`config.mk`:
```
export PLATFORM = sky130hd
export DESIGN_NAME = led_pattern_gen
export DESIGN_NICKNAME = d
export VERILOG_FILES = /design/src/rtl/led_pkg.sv /design/src/rtl/led_prescaler.sv /design/src/rtl/led_pattern_gen.sv
export SDC_FILE = /design/constraint.sdc
export NUM_CORES = 1
export LEC_CHECK = 0
export BUFFER_PORTS_ARGS = -buffer_cell sky130_fd_sc_hd__buf_2
export CAP_MARGIN = 10
export CORE_MARGIN = 4
export CORE_UTILIZATION = 58
export DETAILED_ROUTE_END_ITERATION = 8
export PLACE_DENSITY_LB_ADDON = 0.12
export SKIP_CTS_REPAIR_TIMING = 1
export SYNTH_ARGS = -nofsm -noshare
export SYNTH_HDL_FRONTEND = slang
export SYNTH_SLANG_ARGS = --single-unit
```
`constraint.sdc`:
```
create_clock -name clk -period 3.8 [get_ports clk]
set_clock_uncertainty 0.1 [all_clocks]
set_input_delay 0.38 -clock clk [delete_from_list [all_inputs] [get_ports clk]]
set_output_delay 0.38 -clock clk [all_outputs]
set_load 0.01 [all_outputs]
```
`src/rtl/led_pkg.sv`:
```
// Shared types and constants for the LED pattern generator.
package led_pkg;

  typedef enum logic [1:0] {
    ROT_L  = 2'b00,
    ROT_R  = 2'b01,
    BOUNCE = 2'b10,
    COUNT  = 2'b11
  } mode_e;

  typedef enum logic {
    LEFT  = 1'b0,
    RIGHT = 1'b1
  } dir_e;

  localparam int unsigned DEFAULT_DIV = 5000000;

endpackage

```
`src/rtl/led_prescaler.sv`:
```
// Free-running step prescaler: one step every div+1 enabled cycles, clearable.
module led_prescaler #(
  parameter int unsigned DIV_W = 32
) (
  input  logic             clk,
  input  logic             rst,
  input  logic             en,
  input  logic             clr,
  input  logic [DIV_W-1:0] div,
  output logic             step
);

  logic [DIV_W-1:0] cnt_q, cnt_d;
  logic             reached;

  // >= rather than == so lowering div below cnt steps at once instead of wrapping.
  assign reached = (cnt_q >= div);
  assign step    = en && !clr && reached;

  always_comb begin
    cnt_d = cnt_q;
    if (clr) begin
      cnt_d = '0;
    end else if (en) begin
      cnt_d = reached ? '0 : cnt_q + DIV_W'(1);
    end
  end

  always_ff @(posedge clk or negedge rst) begin
    if (!rst) begin
      cnt_q <= '0;
    end else begin
      cnt_q <= cnt_d;
    end
  end

endmodule

```
`src/rtl/led_pattern_gen.sv`:
```
// LED pattern generator: rotate, bounce or count, advanced by a prescaled step.
module led_pattern_gen
  import led_pkg::*;
#(
  parameter int unsigned WIDTH   = 16,
  parameter int unsigned DIV_W   = 32,
  parameter int unsigned RST_DIV = DEFAULT_DIV
) (
  input  logic             clk,
  input  logic             rst,
  input  logic             en,
  input  logic [1:0]       mode,
  input  logic [DIV_W-1:0] div,
  input  logic             load,
  input  logic [WIDTH-1:0] load_val,
  output logic [WIDTH-1:0] led,
  output logic             tick
);

  // RST_DIV only documents the intended board divisor; nothing depends on it.
  if (RST_DIV == 0) begin : g_no_default_div
  end

  logic [WIDTH-1:0] led_q, led_d;
  dir_e             dir_q, dir_d;
  mode_e            mode_q, mode_d;
  mode_e            cur_mode;
  logic             tick_q, tick_d;
  logic             step;

  // A load clears the prescaler, which also masks any step on that edge.
  led_prescaler #(
    .DIV_W (DIV_W)
  ) u_prescaler (
    .clk  (clk),
    .rst  (rst),
    .en   (en),
    .clr  (load),
    .div  (div),
    .step (step)
  );

  always_comb begin
    led_d    = led_q;
    dir_d    = dir_q;
    mode_d   = mode_q;
    tick_d   = 1'b0;
    cur_mode = mode_q;
    if (load) begin
      led_d = load_val;
      dir_d = LEFT;
    end else if (step) begin
      // Mode is latched on the step edge and that same step already obeys it.
      cur_mode = mode_e'(mode);
      mode_d   = cur_mode;
      tick_d   = 1'b1;
      unique case (cur_mode)
        ROT_L: begin
          if (led_q == '0) begin
            led_d = WIDTH'(1);
            dir_d = LEFT;
          end else begin
            led_d = {led_q[WIDTH-2:0], led_q[WIDTH-1]};
          end
        end
        ROT_R: begin
          if (led_q == '0) begin
            led_d = WIDTH'(1);
            dir_d = LEFT;
          end else begin
            led_d = {led_q[0], led_q[WIDTH-1:1]};
          end
        end
        BOUNCE: begin
          if (led_q == '0) begin
            led_d = WIDTH'(1);
            dir_d = LEFT;
          end else if (dir_q == LEFT) begin
            if (led_q[WIDTH-1]) begin
              dir_d = RIGHT;
              led_d = led_q >> 1;
            end else begin
              led_d = led_q << 1;
            end
          end else begin
            if (led_q[0]) begin
              dir_d = LEFT;
              led_d = led_q << 1;
            end else begin
              led_d = led_q >> 1;
            end
          end
        end
        COUNT: begin
          led_d = led_q + WIDTH'(1);
        end
        default: begin
          led_d = led_q;
        end
      endcase
    end
  end

  always_ff @(posedge clk or negedge rst) begin
    if (!rst) begin
      led_q  <= WIDTH'(1);
      dir_q  <= LEFT;
      mode_q <= ROT_L;
      tick_q <= 1'b0;
    end else begin
      led_q  <= led_d;
      dir_q  <= dir_d;
      mode_q <= mode_d;
      tick_q <= tick_d;
    end
  end

  assign led  = led_q;
  assign tick = tick_q;

endmodule

```
# == After elaboration in Yosys (flattened, before gate mapping) ==
# Cells that the tools add are included.
# totals
reg_bits,50
in_bits,54
out_inout_bits,17
word_cells,43
# classes
n_addsub,2
order_cmp,1
n_eq_ne,4
muxes,22
reduce_logical,10
# op_table
op,count
16-bit two-way mux,8
32-bit two-way mux,3
16-bit one-hot mux with 4 select lines,1
"32-bit by 1-bit adder with 32-bit output, second input constant",1
32-bit >= comparator,1
"16-bit by 1-bit adder with 16-bit output, second input constant",1
16-bit logical NOT,1
1-bit two-way mux,9
"2-bit equality test, second input constant",2
2-bit nonzero test,2
"3-bit by 1-bit != test with 1-bit output, second input constant",1
3-bit AND reduction,1
3-bit nonzero test,1
"2-bit by 1-bit equality test with 1-bit output, second input constant",1
1-bit logical AND,2
2-bit logical NOT,1
1-bit one-hot mux with 2 select lines,1
2-bit OR reduction,1
1-bit logical NOT,1

# == Logic depth before layout (Yosys ltp) ==
# logic_depth
depth_word,6
depth_mapped,12
mapped_depth_nobuf,9

# == By module ==
# A second synthesis with hierarchy kept.
# unflattened
cells_unflattened,619
area_unflattened_um2,4932.2
# by_module_without_submodules
module,instances,cells_per_inst,area_per_inst_um2,seq_area_each_um2
led_prescaler,1,371,3057.9,800.8
led_pattern_gen,1,248,1874.3,451.7

# == Worst setup path after synthesis ==
# No wires, ideal clock.
# synth_path
kind,register -> register
startpoint,register u_prescaler.cnt_q[14]
endpoint,register led_q[1] (netlist: led[1])
setup_time_ns,0.125
t_arrival_ns,2.529
t_required_ns,3.575
setup_slack_ns,1.047
path_stages_with_launch,9
path_buffers,0
period_less_slack_ns,2.753
path_cell_list,dfrtp_1 -> ha_1 -> nand4_1 -> or4_1 -> o32a_1 -> a31oi_4 -> o21ai_2 -> mux2_4 -> mux2_2
# synth_via
elab_chain_cells,3
# synth_lines
item,line,rtl
start: declaration,led_prescaler.sv:13,"logic [DIV_W-1:0] cnt_q, cnt_d;"
start signal: assignment,led_prescaler.sv:33,cnt_q <= cnt_d;
32-bit >= comparator,led_prescaler.sv:17,assign reached = (cnt_q >= div);
1-bit logical AND,led_prescaler.sv:18,assign step = en && !clr && reached;
2-bit nonzero test (no line),-,
end signal: assignment,led_pattern_gen.sv:111,led_q <= led_d;
end: declaration,led_pattern_gen.sv:24,"logic [WIDTH-1:0] led_q, led_d;"
# No other way between the ends.
# A chain may end at the register's enable or synchronous reset.

# == Worst setup path after layout ==
# layout_path
startpoint,register u_prescaler.cnt_q[0]
endpoint,register led_q[7] (netlist: led[7])
# The elaborated chain is that of the path after synthesis.

==> flow_summary.json <==
{
  "cp-start-kind": "flip-flop",
  "syn-cell-area_sq_um": 4580,
  "grt_pass1_vias": 4527,
  "reg2regPathDepth": 10,
  "rsz0062_at_grt": "no",
  "track_usage_pct": 26.7,
  "gp_congestion": 0.926,
  "mostFrequentLayoutCell": "buf_2",
  "crit_arrival_ns": 3.21,
  "avgSynthCellArea_sq_um": 7.98,
  "finalHoldViolations": 0,
  "die_area_sq_um": 9380,
  "layout-drive-gt1-share_pct": 17.0,
  "peakVddDrop_uv": 153,
  "crit_slowest_cell": "a2111oi_0",
  "nets": 713,
  "end_kind": "flip-flop",
  "dieHeight_um": 96.8,
  "crit_type": "flip-flop to flip-flop",
  "rrSetupSlack_ns": 0.68,
  "hold_start": "load_val[14]",
  "clock_tree.buffer_depth": 2,
  "p_leak_nw": 2.36,
  "worstPathRequired_ns": 3.89,
  "final_core_util_pct": 65.8,
  "multi_input_area_sq_um": 2960,
  "viasPerCell": 6.53,
  "clock-sinks": 50,
  "maxSlewViolCount": 0,
  "register_area_sq_um": 1250,
  "grt_first_pass_wirelength_mm": 21.4,
  "drtIter0Drc": 321,
  "slew_headroom_pct": 49.7,
  "synth_cell_types": 71,
  "yosys_warnings": 0,
  "hpwl_mm": 9.09,
  "synth_edf_count": 0,
  "clock_latency_ns": 0.31,
  "instances_no_fill": 726,
  "worstPathCellList": "inv_1 > ha_1 > nand2b_1 > a2111oi_0 > o32a_1 > a31oi_4 > o21ai_2 > buf_4 > nor4_2 > a221o_1",
  "cap_violations": 0,
  "synth-seq-area-share_pct": 27.4,
  "power_density_nw_per_um2": 244,
  "synth_top_cell_area_share_pct": 26.8,
  "antenna_cells": 0,
  "io_buffers": 70,
  "worst_pin_slew_ns": 0.751,
  "synthTopCellsByArea": "dfrtp_1, ha_1, nand2_1, a21oi_1, o21ai_0",
  "setup-violations-final": 0,
  "synth-main-ff-cell": "dfrtp_1",
  "syn_to_final_growth_pct": 10.5,
  "yosysTopAreaCell": "dfrtp_1",
  "fill_cells": 690,
  "period_needed_ns": 3.12,
  "power_w": 0.00124,
  "fp-row-count": 32,
  "drc": 0,
  "drt-wirelength-per-cell_um": 17.3,
  "grt.overflow.total": 0,
  "cp_max_fo": 14,
  "dp.cells": 717,
  "core_sq_um": 7690,
  "synth_cells": 574,
  "dr.pass1.iters": 5,
  "fmax_ghz": 0.320,
  "clkTransAtPathRegs_ns": 0.09,
  "finalCritPeriodShare_pct": 82.1,
  "synth_seq_cells": 50,
  "syn_nets": 664,
  "hold_ws_ns": 0.163,
  "htreeDepth": 2,
  "tns_ns": 0,
  "cts-root-buf": "clkbuf_8",
  "synthArstFlopShare_pct": 100,
  "reg2reg_to": "led[7]$_DFFE_PN0P_",
  "antenna_found_initial": 0,
  "ant_nets": 0,
  "die_x_um": 96.8,
  "r2r_start": "u_prescaler.cnt_q[0]$_DFFE_PN0P_",
  "cts-buffers-inserted": 5,
  "hold_path.class": "input pin to flip-flop",
  "holdPathEnd": "led[14]$_DFFE_PN0P_",
  "start_util_pct": 59.6,
  "ios": 71,
  "vias": 4740,
  "grt_max_degree": 61,
  "cts_tree": "done",
  "final_cell_mix": "buf_2, nand2_1, dfrtp_1, inv_1, a21oi_1",
  "cpPeakStageDelay_ns": 0.53,
  "whs_path_depth": 3,
  "status": "completed",
  "wl_mm": 12.6
}
## layer usage
layer  part of all wire, %  global-route usage, %  vias to the layer above
li1                      -                      -                     2245
met1                    44                   36.4                     2254
met2                    48                   43.7                      216
met3                   7.0                   4.76                       25
met4                   1.3                   7.34                        0
met5                     0                      0                        -
## Yosys cell counts, drive strengths merged, types with 7 or more instances
cell and n:
a31oi 8, buf 15, inv 46, nor4 10, nand4 12, ha 36
nand4b 7, nand2 61, clkbuf 25, nor3 22, o21ai 37, dfrtp 49
mux2i 10, and3 9, a21oi 39, nor2 33, o31ai 7, o211ai 7
nand3 31, o21a 7
## report_power, final
group	total, W	switching [W]	internal, W	leakage [nW]
Combinational	0.000258	0.000151	0.000108	1.64
Clock	0.000382	0.000185	0.000197	0.0524
Sequential	0.000595	0.0000450	0.000550	0.663
## worst max path at each step
| stage | cells past startpoint | startpoint | end |
|---|---|---|---|
| after floorplan | 8 | u_prescaler.cnt_q[14]$_DFFE_PN0P_ | led[1]$_DFFE_PN0P_ |
| after global placement | 10 | div[0] | led[7]$_DFFE_PN0P_ |
| after detailed placement | 10 | div[0] | led[9]$_DFFE_PN0P_ |
| after CTS | 10 | u_prescaler.cnt_q[0]$_DFFE_PN0P_ | led[7]$_DFFE_PN0P_ |
| after global routing | 10 | u_prescaler.cnt_q[0]$_DFFE_PN0P_ | led[9]$_DFFE_PN0P_ |
| final | 10 | u_prescaler.cnt_q[0]$_DFFE_PN0P_ | led[7]$_DFFE_PN0P_ |
## cell type report
cell class,instances,area share (%)
clock buffer,7,1.51
inverter,46,3.41
sequential,50,24.8
timing repair buffer,82,8.76
tap,102,2.52
clock inverter,1,0.594
multi-input combinational,438,58.4
## worst max-delay path: cells and delay by family, from the launching register on
kind                     cells  cell delay [ns]
adder cells (fa/ha/maj)      1             0.22
buffers and inverters        2             0.41
AO/OA/AOI/OAI                5             1.66
AND/OR/NAND/NOR              2             0.21
flip-flops                   1             0.41
## flip-flops by register name (all words and copies together) (netlist names)
name	count
u_prescaler.cnt_q	32
led	16
dir_q	1
tick	1
## stage by stage
step           worst slack [ns]  cell area, sq um
2_1_floorplan              1.05              4580
3_3_place_gp              0.708              4940
3_5_place_dp              0.563              4940
4_1_cts                   0.608              5050
5_1_grt                   0.293              5060
6_report                  0.679              5060
## cells by family (layout without fill, tap and decap cells)
family,Yosys count,in the layout,share of synthesized area [%]
AND/OR/NAND/NOR,215,215,24.6
AO/OA/AOI/OAI,167,167,25.5
buffers and inverters,86,136,8.06
flip-flops,50,50,27.4
adder cells (fa/ha/maj),36,36,9.84
multiplexers,14,14,3.50
XOR/XNOR,6,6,1.15
(Power assumes the default switching activity.)
